### src/rtl/noc_flit_merger.sv
// noc_flit_merger: packet-atomic round-robin merger of INPUTS flit streams onto one
// registered output flit link. A grant is held from head to tail so packets never interleave.
module noc_flit_merger #(
  parameter int INPUTS     = 4,
  parameter int CHANNELS   = 2,
  parameter int FLIT_WIDTH = 32
) (
  input  logic                           clk,
  input  logic                           rst,
  input  logic                           i_clear,
  input  logic [INPUTS*CHANNELS-1:0]     i_valid,
  output logic [INPUTS*CHANNELS-1:0]     o_ready,
  input  logic [INPUTS*FLIT_WIDTH-1:0]   i_flit,
  input  logic [INPUTS-1:0]              i_tail,
  output logic [CHANNELS-1:0]            o_valid,
  input  logic [CHANNELS-1:0]            i_ready,
  output logic [FLIT_WIDTH-1:0]          o_flit,
  output logic                           o_tail,
  input  logic [CHANNELS-1:0]            i_vc_available
);

  localparam int PW = (INPUTS > 1) ? $clog2(INPUTS) : 1;

  typedef enum logic [0:0] {
    ST_OPEN   = 1'b0,
    ST_LOCKED = 1'b1
  } lock_state_e;

  lock_state_e           state_r;
  lock_state_e           state_n;
  logic [PW-1:0]         owner_r;
  logic [PW-1:0]         owner_n;
  logic [PW-1:0]         rr_ptr_r;
  logic [PW-1:0]         rr_ptr_n;

  logic [CHANNELS-1:0]   vld_a  [INPUTS];
  logic [FLIT_WIDTH-1:0] flit_a [INPUTS];
  logic [INPUTS-1:0]     req_s;
  logic [INPUTS-1:0]     elig_s;
  logic [31:0]           scan_idx_s;
  logic [PW-1:0]         grant_s;
  logic                  grant_ok_s;
  logic [PW-1:0]         grant_inc_s;
  logic [CHANNELS-1:0]   grant_vld_s;
  logic [FLIT_WIDTH-1:0] grant_flit_s;
  logic                  grant_tail_s;
  logic                  out_accept_s;
  logic                  slot_free_s;
  logic                  in_accept_s;
  logic                  locked_s;

  // Unpack the flattened per-input buses into indexable arrays.
  always_comb begin
    for (int p = 0; p < INPUTS; p++) begin
      vld_a[p]  = i_valid[p*CHANNELS +: CHANNELS];
      flit_a[p] = i_flit[p*FLIT_WIDTH +: FLIT_WIDTH];
      req_s[p]  = |i_valid[p*CHANNELS +: CHANNELS];
    end
  end

  // Eligibility: a head needs an available VC; while locked only the owner may continue.
  always_comb begin
    elig_s = '0;
    case (state_r)
      ST_OPEN: begin
        for (int p = 0; p < INPUTS; p++) begin
          elig_s[p] = |(i_valid[p*CHANNELS +: CHANNELS] & i_vc_available);
        end
      end
      ST_LOCKED: begin
        for (int p = 0; p < INPUTS; p++) begin
          elig_s[p] = req_s[p] & (owner_r == PW'(p));
        end
      end
      default: begin
        elig_s = '0;
      end
    endcase
  end

  // Round-robin scan starting at rr_ptr; scanning backwards lets the nearest candidate win.
  always_comb begin
    scan_idx_s = 32'd0;
    grant_s    = rr_ptr_r;
    grant_ok_s = 1'b0;
    for (int k = INPUTS - 1; k >= 0; k--) begin
      scan_idx_s = (32'(rr_ptr_r) + 32'(k)) % 32'(INPUTS);
      if (elig_s[PW'(scan_idx_s)]) begin
        grant_s    = PW'(scan_idx_s);
        grant_ok_s = 1'b1;
      end else begin
        grant_ok_s = grant_ok_s;
      end
    end
  end

  // Select the granted input's flit and compute the pointer value after it.
  always_comb begin
    grant_vld_s  = vld_a[grant_s];
    grant_flit_s = flit_a[grant_s];
    grant_tail_s = i_tail[grant_s];
    if (grant_s == PW'(INPUTS - 1)) begin
      grant_inc_s = '0;
    end else begin
      grant_inc_s = grant_s + PW'(1);
    end
  end

  // One-entry output slot handshake and the replicated per-input ready.
  always_comb begin
    out_accept_s = |(o_valid & i_ready);
    slot_free_s  = (o_valid == '0) | out_accept_s;
    in_accept_s  = grant_ok_s & slot_free_s & ~i_clear & ~rst;
    o_ready      = '0;
    for (int p = 0; p < INPUTS; p++) begin
      o_ready[p*CHANNELS +: CHANNELS] = {CHANNELS{in_accept_s & (grant_s == PW'(p))}};
    end
  end

  // Lock FSM and round-robin pointer next-state; clear releases the lock but keeps the pointer.
  always_comb begin
    state_n  = state_r;
    owner_n  = owner_r;
    rr_ptr_n = rr_ptr_r;
    if (i_clear) begin
      state_n = ST_OPEN;
    end else if (in_accept_s) begin
      if (grant_tail_s) begin
        state_n  = ST_OPEN;
        rr_ptr_n = grant_inc_s;
      end else begin
        state_n = ST_LOCKED;
        owner_n = grant_s;
      end
    end else begin
      state_n = state_r;
    end
  end

  // Lock state, owner and pointer registers.
  always_ff @(posedge clk or posedge rst) begin
    if (rst) begin
      state_r  <= ST_OPEN;
      owner_r  <= '0;
      rr_ptr_r <= '0;
    end else begin
      state_r  <= state_n;
      owner_r  <= owner_n;
      rr_ptr_r <= rr_ptr_n;
    end
  end

  // Output slot: load on input accept, empty on drain, hold while stalled.
  always_ff @(posedge clk or posedge rst) begin
    if (rst) begin
      o_valid <= '0;
      o_flit  <= '0;
      o_tail  <= 1'b0;
    end else if (i_clear) begin
      o_valid <= '0;
    end else if (in_accept_s) begin
      o_valid <= grant_vld_s;
      o_flit  <= grant_flit_s;
      o_tail  <= grant_tail_s;
    end else if (out_accept_s) begin
      o_valid <= '0;
    end
  end

  assign locked_s = (state_r == ST_LOCKED);

  noc_flit_merger_checker #(
    .INPUTS     (INPUTS),
    .CHANNELS   (CHANNELS),
    .FLIT_WIDTH (FLIT_WIDTH)
  ) u_checker (
    .clk       (clk),
    .rst       (rst),
    .i_valid   (i_valid),
    .o_ready   (o_ready),
    .i_flit    (i_flit),
    .locked    (locked_s),
    .in_accept (in_accept_s),
    .grant_vld (grant_vld_s)
  );

endmodule

// noc_flit_merger_checker: interface rules the upstream must obey and packet VC consistency.
module noc_flit_merger_checker #(
  parameter int INPUTS     = 4,
  parameter int CHANNELS   = 2,
  parameter int FLIT_WIDTH = 32
) (
  input logic                         clk,
  input logic                         rst,
  input logic [INPUTS*CHANNELS-1:0]   i_valid,
  input logic [INPUTS*CHANNELS-1:0]   o_ready,
  input logic [INPUTS*FLIT_WIDTH-1:0] i_flit,
  input logic                         locked,
  input logic                         in_accept,
  input logic [CHANNELS-1:0]          grant_vld
);

  logic [INPUTS-1:0]            hold_r;
  logic [INPUTS*CHANNELS-1:0]   valid_q_r;
  logic [INPUTS*FLIT_WIDTH-1:0] flit_q_r;
  logic [CHANNELS-1:0]          pkt_vc_r;

  // Remember which offers were refused last cycle and the VC of the last accepted flit.
  always_ff @(posedge clk or posedge rst) begin
    if (rst) begin
      hold_r    <= '0;
      valid_q_r <= '0;
      flit_q_r  <= '0;
      pkt_vc_r  <= '0;
    end else begin
      for (int p = 0; p < INPUTS; p++) begin
        hold_r[p] <= (|i_valid[p*CHANNELS +: CHANNELS]) & ~(|o_ready[p*CHANNELS +: CHANNELS]);
      end
      valid_q_r <= i_valid;
      flit_q_r  <= i_flit;
      if (in_accept) begin
        pkt_vc_r <= grant_vld;
      end
    end
  end

  for (genvar p = 0; p < INPUTS; p++) begin : g_in
    a_vc_onehot : assert property (@(posedge clk) disable iff (rst)
      $onehot0(i_valid[p*CHANNELS +: CHANNELS]));
    a_hold_stable : assert property (@(posedge clk) disable iff (rst)
      hold_r[p] |-> ((i_valid[p*CHANNELS +: CHANNELS] == valid_q_r[p*CHANNELS +: CHANNELS]) &&
                     (i_flit[p*FLIT_WIDTH +: FLIT_WIDTH] == flit_q_r[p*FLIT_WIDTH +: FLIT_WIDTH])));
  end

  a_owner_vc : assert property (@(posedge clk) disable iff (rst)
    (locked && in_accept) |-> (grant_vld == pkt_vc_r));

endmodule
### config.mk
export PLATFORM = sky130hd
export DESIGN_NAME = noc_flit_merger
export DESIGN_NICKNAME = d
export VERILOG_FILES = /design/src/rtl/noc_flit_merger.sv
export SDC_FILE = /design/constraint.sdc
export NUM_CORES = 1
export LEC_CHECK = 0
export ABC_AREA = 0
export CORE_MARGIN = 4
export CORE_UTILIZATION = 38
export CTS_CLUSTER_SIZE = 8
export DETAILED_ROUTE_END_ITERATION = 7
export PLACE_DENSITY = 0.93
export SYNTH_ARGS = -nofsm -noshare
export SYNTH_HDL_FRONTEND = slang
export SYNTH_SLANG_ARGS = --single-unit
### constraint.sdc
create_clock -name clk -period 2.8 [get_ports clk]
set_input_delay 0.28 -clock clk [delete_from_list [all_inputs] [get_ports clk]]
set_output_delay 0.28 -clock clk [all_outputs]
set_load 0.01 [all_outputs]
**After elaboration in Yosys (flattened, before gate mapping)**

Index checks and enable logic that the tools add are counted.

- Word-level logic and storage cells: 93
- Flip-flop bits (word level): 40
- Bits of input ports: 147
- Output and inout port bits: 43

- $lt $le $gt $ge: 6
- Equality and inequality tests: 6
- Reduce and logical (&&, ||, !) cells: 17
- Bitwise gates (word level): 22
- Muxes and demuxes: 32
- $add $sub $neg: 4

Operators with widths:

| operator | number |
|---|---|
| binary-select mux 32 bit (select 2 bit) | 1 |
| 2-to-1 mux 32 bit | 2 |
| 2-to-1 mux 2 bit | 10 |
| OR reduction 2 bit | 9 |
| less-than comparator 2 x 3 -> 1 bit, second input constant | 5 |
| 2-to-1 mux 1 bit | 12 |
| AND 1 bit | 11 |
| AND 2 bit | 5 |
| binary-select mux 1 bit (select 2 bit) | 5 |
| equality test 2 bit, second input constant | 4 |
| one-hot mux 4 bit (2 select lines) | 1 |
| logical NOT 2 bit | 3 |
| AND reduction 3 bit | 2 |
| adder 2 x 1 -> 2 bit, second input constant | 2 |
| adder 2 bit, second input constant | 2 |
| binary-select mux 2 bit (select 2 bit) | 1 |
| equality test 2 x 1 -> 1 bit, second input constant | 2 |
| NOT 1 bit | 4 |
| greater-or-equal comparator 3 bit, second input constant | 1 |
| NOT 2 -> 3 bit | 1 |
| nonzero test 3 bit | 1 |
| AND reduction 2 bit | 1 |
| nonzero test 2 bit | 1 |
| bitwise OR 1 bit | 1 |

**Depth between registers and ports, before layout**

Gate-level depths: netlist of the first run.

- Depth in word-level cells: 15
- Mapped depth: 12
- Gate-level depth less buffers: 9

**Least setup slack after synthesis of the first run**

No wires, ideal clock.

- Path type: register to output
- From: register owner_r[1]
- To: output port o_ready[1]
- Required time: 2.520 ns
- Path slack: 0.351 ns
- Data arrival time: 2.169 ns
- Cell stages (with the launch flop): 12
- Path buffers: 4
- Cells stage by stage: dfrtp_1 nand2b_1 or3_1 a32oi_1 nand3_1 nand3_2 buf_6 buf_12 buf_8 ha_1 and2_1 buf_4

- Cells in the longest elaborated chain, start to end: 13
- Elaborated cells between the ends (all ways): 30
- Classes of those cells: eq/ne: 3; mux: 17; bitwise: 8; reduce/logical: 2

Ends and longest elaborated chain:

| element | RTL line | text |
|---|---|---|
| start: declaration | 31 | `logic [PW-1:0] owner_r;` |
| start signal: assignment | 148 | `owner_r <= owner_n;` |
| equality test 2 x 1 -> 1 bit (tied with other cells) | 72 | `elig_s[p] = req_s[p] & (owner_r == PW'(p));` |
| AND 1 bit | 72 |  |
| one-hot mux 4 bit (2 select lines) (*) | 64 | `case (state_r)` |
| binary-select mux 1 bit (select 2 bit) | 88 | `if (elig_s[PW'(scan_idx_s)]) begin` |
| 2-to-1 mux 1 bit (not written as such) | 88 |  |
| 2-to-1 mux 1 bit (4 in series) | 88 |  |
| AND 1 bit (3 in series) | 113 | `in_accept_s = grant_ok_s & slot_free_s & ~i_clear & ~rst;` |
| AND 1 bit (*) | 116 | `o_ready[p*CHANNELS +: CHANNELS] = {CHANNELS{in_accept_s & (grant_s == PW'(p))}};` |
| end: declaration | 12 | `output logic [INPUTS*CHANNELS-1:0] o_ready,` |

Every way passes the cells marked *; elsewhere a longest branch is shown, timed or not. The select of a mux whose other input is x is not followed.

**Worst setup path in the final report of the first run**

- From: register state_r, in the netlist locked_s
- To: output port o_ready[2]

- Elaborated cells between the ends (all ways): 23
- Classes of those cells: eq/ne: 1; mux: 17; bitwise: 5

RTL lines:

| element | RTL line | text |
|---|---|---|
| start: declaration | 29 | `lock_state_e state_r;` |
| start signal: assignment | 147 | `state_r <= state_n;` |
| NOT 1 bit | 64 |  |
| one-hot mux 4 bit (2 select lines) (*) | 64 |  |
| binary-select mux 1 bit (select 2 bit) | 88 |  |
| 2-to-1 mux 1 bit (not written as such) | 88 |  |
| 2-to-1 mux 2 bit (3 in series) | 88 |  |
| 2-to-1 mux 2 bit (*) | 88 |  |
| named net grant_s[0] | 41 | `logic [PW-1:0] grant_s;` |
| equality test 2 x 1 -> 1 bit (*) | 116 |  |
| AND 1 bit (*) | 116 |  |

The timed path passes the listed nets; every way through them passes the cells marked *. The select of a mux whose other input is x is not followed.

==> flow_summary.ini, run 1 <==
[floorplan]
dieArea_um2 = 9570
io_pins = 190
floorplan.initialDensity = 0.393
die_h_um = 97.9
core-area_um2 = 7810
die_x_um = 97.9
fp-row-count = 32

[timing]
finalHoldViolations = 0
tightest_slew_ns = 0.440
period_share = 0.970
fmax_mhz = 368
fin_skew_ns = 0.00428
finalSetupViolations = 0
grt_setup_unrepaired = true
final.setup.worst_slack_ns = 0.0828
slew_headroom = 0.706
slew_violations = 0
fin_crit_ns = 2.72

[synthesis]
yosysWarnings = 0
ys_ff_latch = 40
yosys.area_share.simple = 0.0722
synth.avg_cell_area_um2 = 10.5
syn_area_um2 = 3070
ys.flop_type = dfrtp_1
synth_top_family_by_area = multiplexers
synth-edff-count = 0
synth_nets = 444
muxShareOfSynthArea = 0.267
ys_types = 51
synth-xor-area-share = 0
synth-async-reset-ratio = 1.00
synthAdderAreaFrac = 0.0163
ys_seq_area_frac = 0.326
syn_inst = 293
synth_compound_area_frac = 0.237

[pwr]
power.total_mw = 4.85
pwr_density_cell_nw_per_um2 = 925
leakage_nw = 2.25
ir_drop_mv = 0.465

[clock_network]
cts_tree = yes
cts-htree-levels = 2
hold_buffers = 0
clockRootBuffer = clkbuf_8
cts_sinks = 40
cts_made_buffers = 5
clk_latency_ns = 0.28
clockBufferDepth = 2
clk_pin_slew_ns = 0.08

[routing]
route.vias.total = 3134
drc = 0
finalWirelength_um = 10200
dr.max_layer_used = met4
m1WireLength_um = 3810
drtAntennaViolNets = 0
first_iter_violations = 126
dr.pass1.iters = 4
met3_length_um = 850
routed_via_density = 5.28
wl_met2_um = 5400
post_drt_wl_per_cell_um = 17.2

[critical_path]
critPathMaxStageDelay_ns = 0.53
critPathKind = flop to output pin
r2r_end = o_flit[4]$_DFFE_PP0P_
worstPathRequired_ns = 2.52
reg2reg_depth = 10
crit_family = buffers and inverters
worstPathMaxFanout = 11
start_kind = flop
cpMaxStageDelayCell = dfrtp_1
crit_buf_inv = 3
endpoint = o_ready[2]
cp-startpoint = locked_s$_DFFE_PP0P_
arrival_ns = 2.44
crit_path_end_kind = output pin
critical_path_cell_count = 9
cp_cell_sequence = buf_4, a21boi_2, o31ai_1, o22ai_1, nand3_4, inv_2, ha_1, and2_1, dlygate4sd2_1
reg2reg_from = owner_r[1]$_DFFE_PP0P_
regToRegSetupSlack_ns = 0.10

[grt]
antenna_found_initial = 0
grt_pass1_wl_um = 15400
grt_usage = 0.195
first_global_vias = 3252
grt_start_max_net_pins = 34
overflow = 0

[final_layout]
fin_cells = 593
areaGrowthSynthToFinish_pct = 70.8
num-nets-final = 641
stdcell_area_um2 = 5240
drive_above_1_share = 0.204
filler_cell_count = 624
diodes = 0
fin_util = 0.671

[min_path]
hold_path_class = input pin to asynchronous set/reset pin

[place]
dp_slack_ns = -0.237
dpl.cell_count = 582
dp_hpwl_um = 8370
gp_congestion = 0.960
io_buffers = 189
dpl-instance-area_um2 = 5110

[outcome]
status = complete, no violations

[flow_run]
cap_violations = 0
==> power breakdown <==
part / leakage (nW) / switching (mW) / internal, mW
clock: 0.0510 / 0.198 / 0.197
sequential: 0.451 / 0.206 / 0.859
combinational: 1.75 / 1.53 / 1.85
total: 2.25 / 1.94 / 2.91
==> per-layer routing <==
layer	up-vias	global-route usage
met5	-	0
met3	15	0.0500
met4	0	0.0447
li1	1505	-
met2	141	0.365
met1	1473	0.220
==> through the flow <==
step / setup TNS, ns / hold slack [ns]
6_report: 0 / 0.367
5_1_grt: -0.688 / 0.383
4_1_cts: -0.317 / 0.361
3_5_place_dp: -6.23 / 0.502
3_3_place_gp: -4.14 / 0.501
2_1_floorplan: 0 / 0.475
==> layout by cell type, fill, tap and decap left out, types with 2 or more instances in the layout <==
master           synthesis  routed
a221o_1                  2       2
clkinv_2                 0       2
mux2i_1                 39      39
inv_1                    6       5
nor2_1                   8       8
o311ai_2                 2       2
a21oi_1                 26      26
o21ai_1                  2       2
clkbuf_8                 0       6
a22oi_1                  2       2
clkdlybuf4s50_1          0     178
nor2_4                   2       2
and2_1                   4       3
o22ai_1                 32      32
dfrtp_1                 40      39
mux2_1                   5       5
dlygate4sd2_1            0       6
a221oi_1                 2       2
mux2_2                  33      33
buf_4                    8      21
a22o_1                   4       4
a211oi_1                 2       2
nand3_2                  2       2
inv_2                    2       2
a21oi_2                 10      10
nand2_1                  5       5
buf_12                   1       5
dlymetal6s2s_1           0       3
clkbuf_2                 0       2
nor3_1                   2       2
ha_1                     4       4
o21ai_0                  6       5
nand2b_1                 5       5
==> worst reg2reg max path, stage by stage, from the launching register on <==
cell      delay [ns]
dfrtp_2         0.45
nand2b_1        0.19
or3_1           0.38
a32oi_2         0.23
nor3_1          0.10
nor4_4          0.29
buf_4           0.30
nand2_2         0.21
buf_12          0.21
o22ai_1         0.18
a21oi_2         0.05
==> worst min-delay path by stage <==
stage	depth (start not counted)	slack, ns	endpoint
after floorplan	2	0.48	locked_s$_DFFE_PP0P_
after global placement	1	0.50	o_flit[29]$_DFFE_PP0P_
after detailed placement	1	0.50	o_flit[29]$_DFFE_PP0P_
after CTS	2	0.36	owner_r[0]$_DFFE_PP0P_
after global routing	2	0.38	locked_s$_DFFE_PP0P_
final	2	0.37	owner_r[0]$_DFFE_PP0P_
==> Yosys cell counts (3+ instances only) <==
cell type,n,area [µm²]
a21oi_2,10,87.6
mux2_1,5,56.3
a21oi_1,26,130
buf_2,7,35.0
mux2i_1,39,390
nand2_1,5,18.8
nand2b_1,5,31.3
o22ai_1,32,200
buf_4,8,60.1
inv_1,6,22.5
nor2_1,8,30.0
ha_1,4,50.1
dfrtp_1,40,1000
buf_6,5,56.3
o21ai_0,6,30.0
buf_8,3,45.0
mux2_2,33,372
a22o_1,4,35.0
and2_1,4,25.0
==> what timing repair did <==
action,4_1_cts,5_1_grt
cloned,0,0
pin swaps,4,2
buffers inserted,2,1
setup endpoints to repair,8,33
resized for setup,10,12
==> final cells by class <==
| class | instances | area (µm²) | share of cell area |
|---|---|---|---|
| inverter | 8 | 30.0 | 0.00573 |
| timing repair buffer | 215 | 2140 | 0.408 |
| sequential | 40 | 1000 | 0.191 |
| clock buffer | 6 | 82.6 | 0.0158 |
| multi-input combinational | 220 | 1850 | 0.353 |
| clock inverter | 2 | 10.0 | 0.00191 |
| tap | 102 | 128 | 0.0244 |
==> sequential cells by signal, indices dropped and copies added (netlist names) <==
register	cells
owner_r	2
rr_ptr_r	2
o_flit	32
o_tail	1
locked_s	1
o_valid	2
==> cells by family after synthesis <==
| logic type | count (synthesis) |
|---|---|
| compound gates | 104 |
| buf+inv | 33 |
| mux | 77 |
| fa+ha+maj | 4 |
| flops | 40 |
| simple gates | 35 |
(Power assumes the default switching activity.)
==> inputs of run 2 (changes only) <==
- GPL_TIMING_DRIVEN: not set -> 0
==> run 2 against run 1 <==
Effect of this change: the run now ends with setup timing left; non-clock buffer count is 17 higher; clock power is 3% higher; via count is 6.8% higher; design area is 4.8% higher; sequential cell count stayed put; total power is 11% higher; final cell count is 2.9% higher; sequential power hardly changed; wire length is 14% higher; register-to-register slack hardly changed; largest cell class unchanged; highest routed layer unchanged.
==> flow_summary.ini, run 2 (synthesis gave the netlist of run 1 again) <==
[clock_network]
cts-htree-levels = 2
cts_sinks = 40
clk_latency_ns = 0.29
hold_buffers = 0
clockRootBuffer = clkbuf_8
clockBufferDepth = 2
clk_pin_slew_ns = 0.07
cts_made_buffers = 5
cts_tree = yes

[final_layout]
stdcell_area_um2 = 5490
num-nets-final = 658
final_common_cell = clkdlybuf4s50_1
diodes = 0
fin_util = 0.703
mostFrequentLayoutCells = 172 x clkdlybuf4s50_1, 39 x mux2i_1, 39 x dfrtp_1, 32 x mux2_2, 31 x o22ai_1
areaGrowthSynthToFinish_pct = 78.9
regMostFlops = o_flit
largest_register_ffs = 32
drive_above_1_share = 0.278

[place]
io_buffers = 188
dp_hpwl_um = 8820
gp_congestion = 0.876
dpl-instance-area_um2 = 5080

[pwr]
ir_drop_mv = 0.400
pwr_density_cell_nw_per_um2 = 976
leakage_nw = 2.33

[min_path]
hold_path_class = flop to flop
min_from = o_flit[29]$_DFFE_PP0P_

[timing]
period_share = 1.01
fmax_mhz = 355
grt_setup_unrepaired = true
tightest_slew_ns = 0.847
fin_crit_ns = 2.82
slew_violations = 0
final.setup.worst_slack_ns = -0.0190
fin_skew_ns = 0.00933
tns_ns = -0.0295
finalHoldViolations = 0
finalSetupViolations = 2
slew_headroom = 0.435

[critical_path]
cp_cell_sequence = mux2_4, a22oi_2, a32oi_4, buf_6, nand3_4, nand3_4, buf_12, buf_16, ha_1, and2_4, buf_4, buf_4
regToRegSetupSlack_ns = 0.10
cpMaxStageDelayCell = dfrtp_1
arrival_ns = 2.54
worstPathRequired_ns = 2.52
reg2reg_from = owner_r[1]$_DFFE_PP0P_
worstPathMaxFanout = 4
crit_path_end_kind = output pin
critPathKind = flop to output pin
start_kind = flop
critPathMaxStageDelay_ns = 0.44
cp-startpoint = rr_ptr_r[0]$_DFFE_PP0P_

[routing]
finalWirelength_um = 11600
dr.pass1.iters = 5
first_iter_violations = 58
post_drt_wl_per_cell_um = 19.0
routed_via_density = 5.49
drc = 0
drtAntennaViolNets = 0
route.vias.total = 3347

[flow_run]
cap_violations = 0

[floorplan]
fp-row-count = 32
die_h_um = 97.9
die_x_um = 97.9
core-area_um2 = 7810
dieArea_um2 = 9570
io_pins = 190
floorplan.initialDensity = 0.393

[outcome]
status = finished, violations left
violations = setup timing

[grt]
first_global_vias = 3700
antenna_found_initial = 0
overflow = 0
grt_usage = 0.233
grt_pass1_wl_um = 18100
grt_start_max_net_pins = 41
## run 2: per-layer routing
metal,global-route usage,up-vias,share of wire
li1,-,1546,-
met1,0.242,1613,0.35
met2,0.452,164,0.55
met3,0.0650,24,0.075
met4,0.0628,0,0.022
met5,0,-,0
## run 2: what timing repair did
| action | in CTS | in global routing |
|---|---|---|
| gates cloned | 1 | 0 |
| resized for setup | 59 | 18 |
| pin swaps | 14 | 6 |
| setup endpoints to repair | 8 | 10 |
| buffers inserted | 18 | 1 |
## run 2: through the flow
step / instances / hold WS [ns] / power [mW] / worst slack (ns)
final: 610 / 0.522 / 5.36 / -0.0190
after global routing: 610 / 0.557 / 5.70 / -0.104
after CTS: 609 / 0.533 / 5.28 / 0.00940
after detailed placement: 583 / 0.515 / 4.46 / -0.716
after global placement: 583 / 0.503 / 4.35 / -0.684
after floorplan: 293 / 0.475 / 3.21 / 0.351
## run 2: power by group
group          internal (mW)  switching [mW]  leakage, nW
combinational           2.15            1.75         1.83
sequential             0.858           0.197        0.450
clock                  0.200           0.206       0.0434
## run 2: worst paths after layout
kind / end / cells past startpoint
max: o_ready[5] / 12
min: o_flit[29]$_DFFE_PP0P_ / 1
max reg2reg: owner_r[0]$_DFFE_PP0P_ / 11
min reg2reg: o_flit[29]$_DFFE_PP0P_ / 1
max in group asynchronous: owner_r[0]$_DFFE_PP0P_ / 2
min in group asynchronous: o_flit[30]$_DFFE_PP0P_ / 2
## run 2: final cells by class
| class | instances | area (µm²) |
|---|---|---|
| clock inverters | 2 | 15.0 |
| flip-flops and latches | 40 | 1000 |
| multi-input cells | 220 | 1970 |
| repair buffers | 208 | 2030 |
| plain buffers | 24 | 235 |
| clock buffers | 6 | 82.6 |
| inverters | 8 | 35.0 |
| fillers | 590 | 2320 |
| well taps | 102 | 128 |
## run 2: worst max-delay path: cells and delay by family, from the launching register on
| kind | cells | cell delay (ns) |
|---|---|---|
| buf+inv | 5 | 0.68 |
| flops | 1 | 0.44 |
| fa+ha+maj | 1 | 0.16 |
| simple gates | 3 | 0.32 |
| compound gates | 2 | 0.33 |
| mux | 1 | 0.33 |
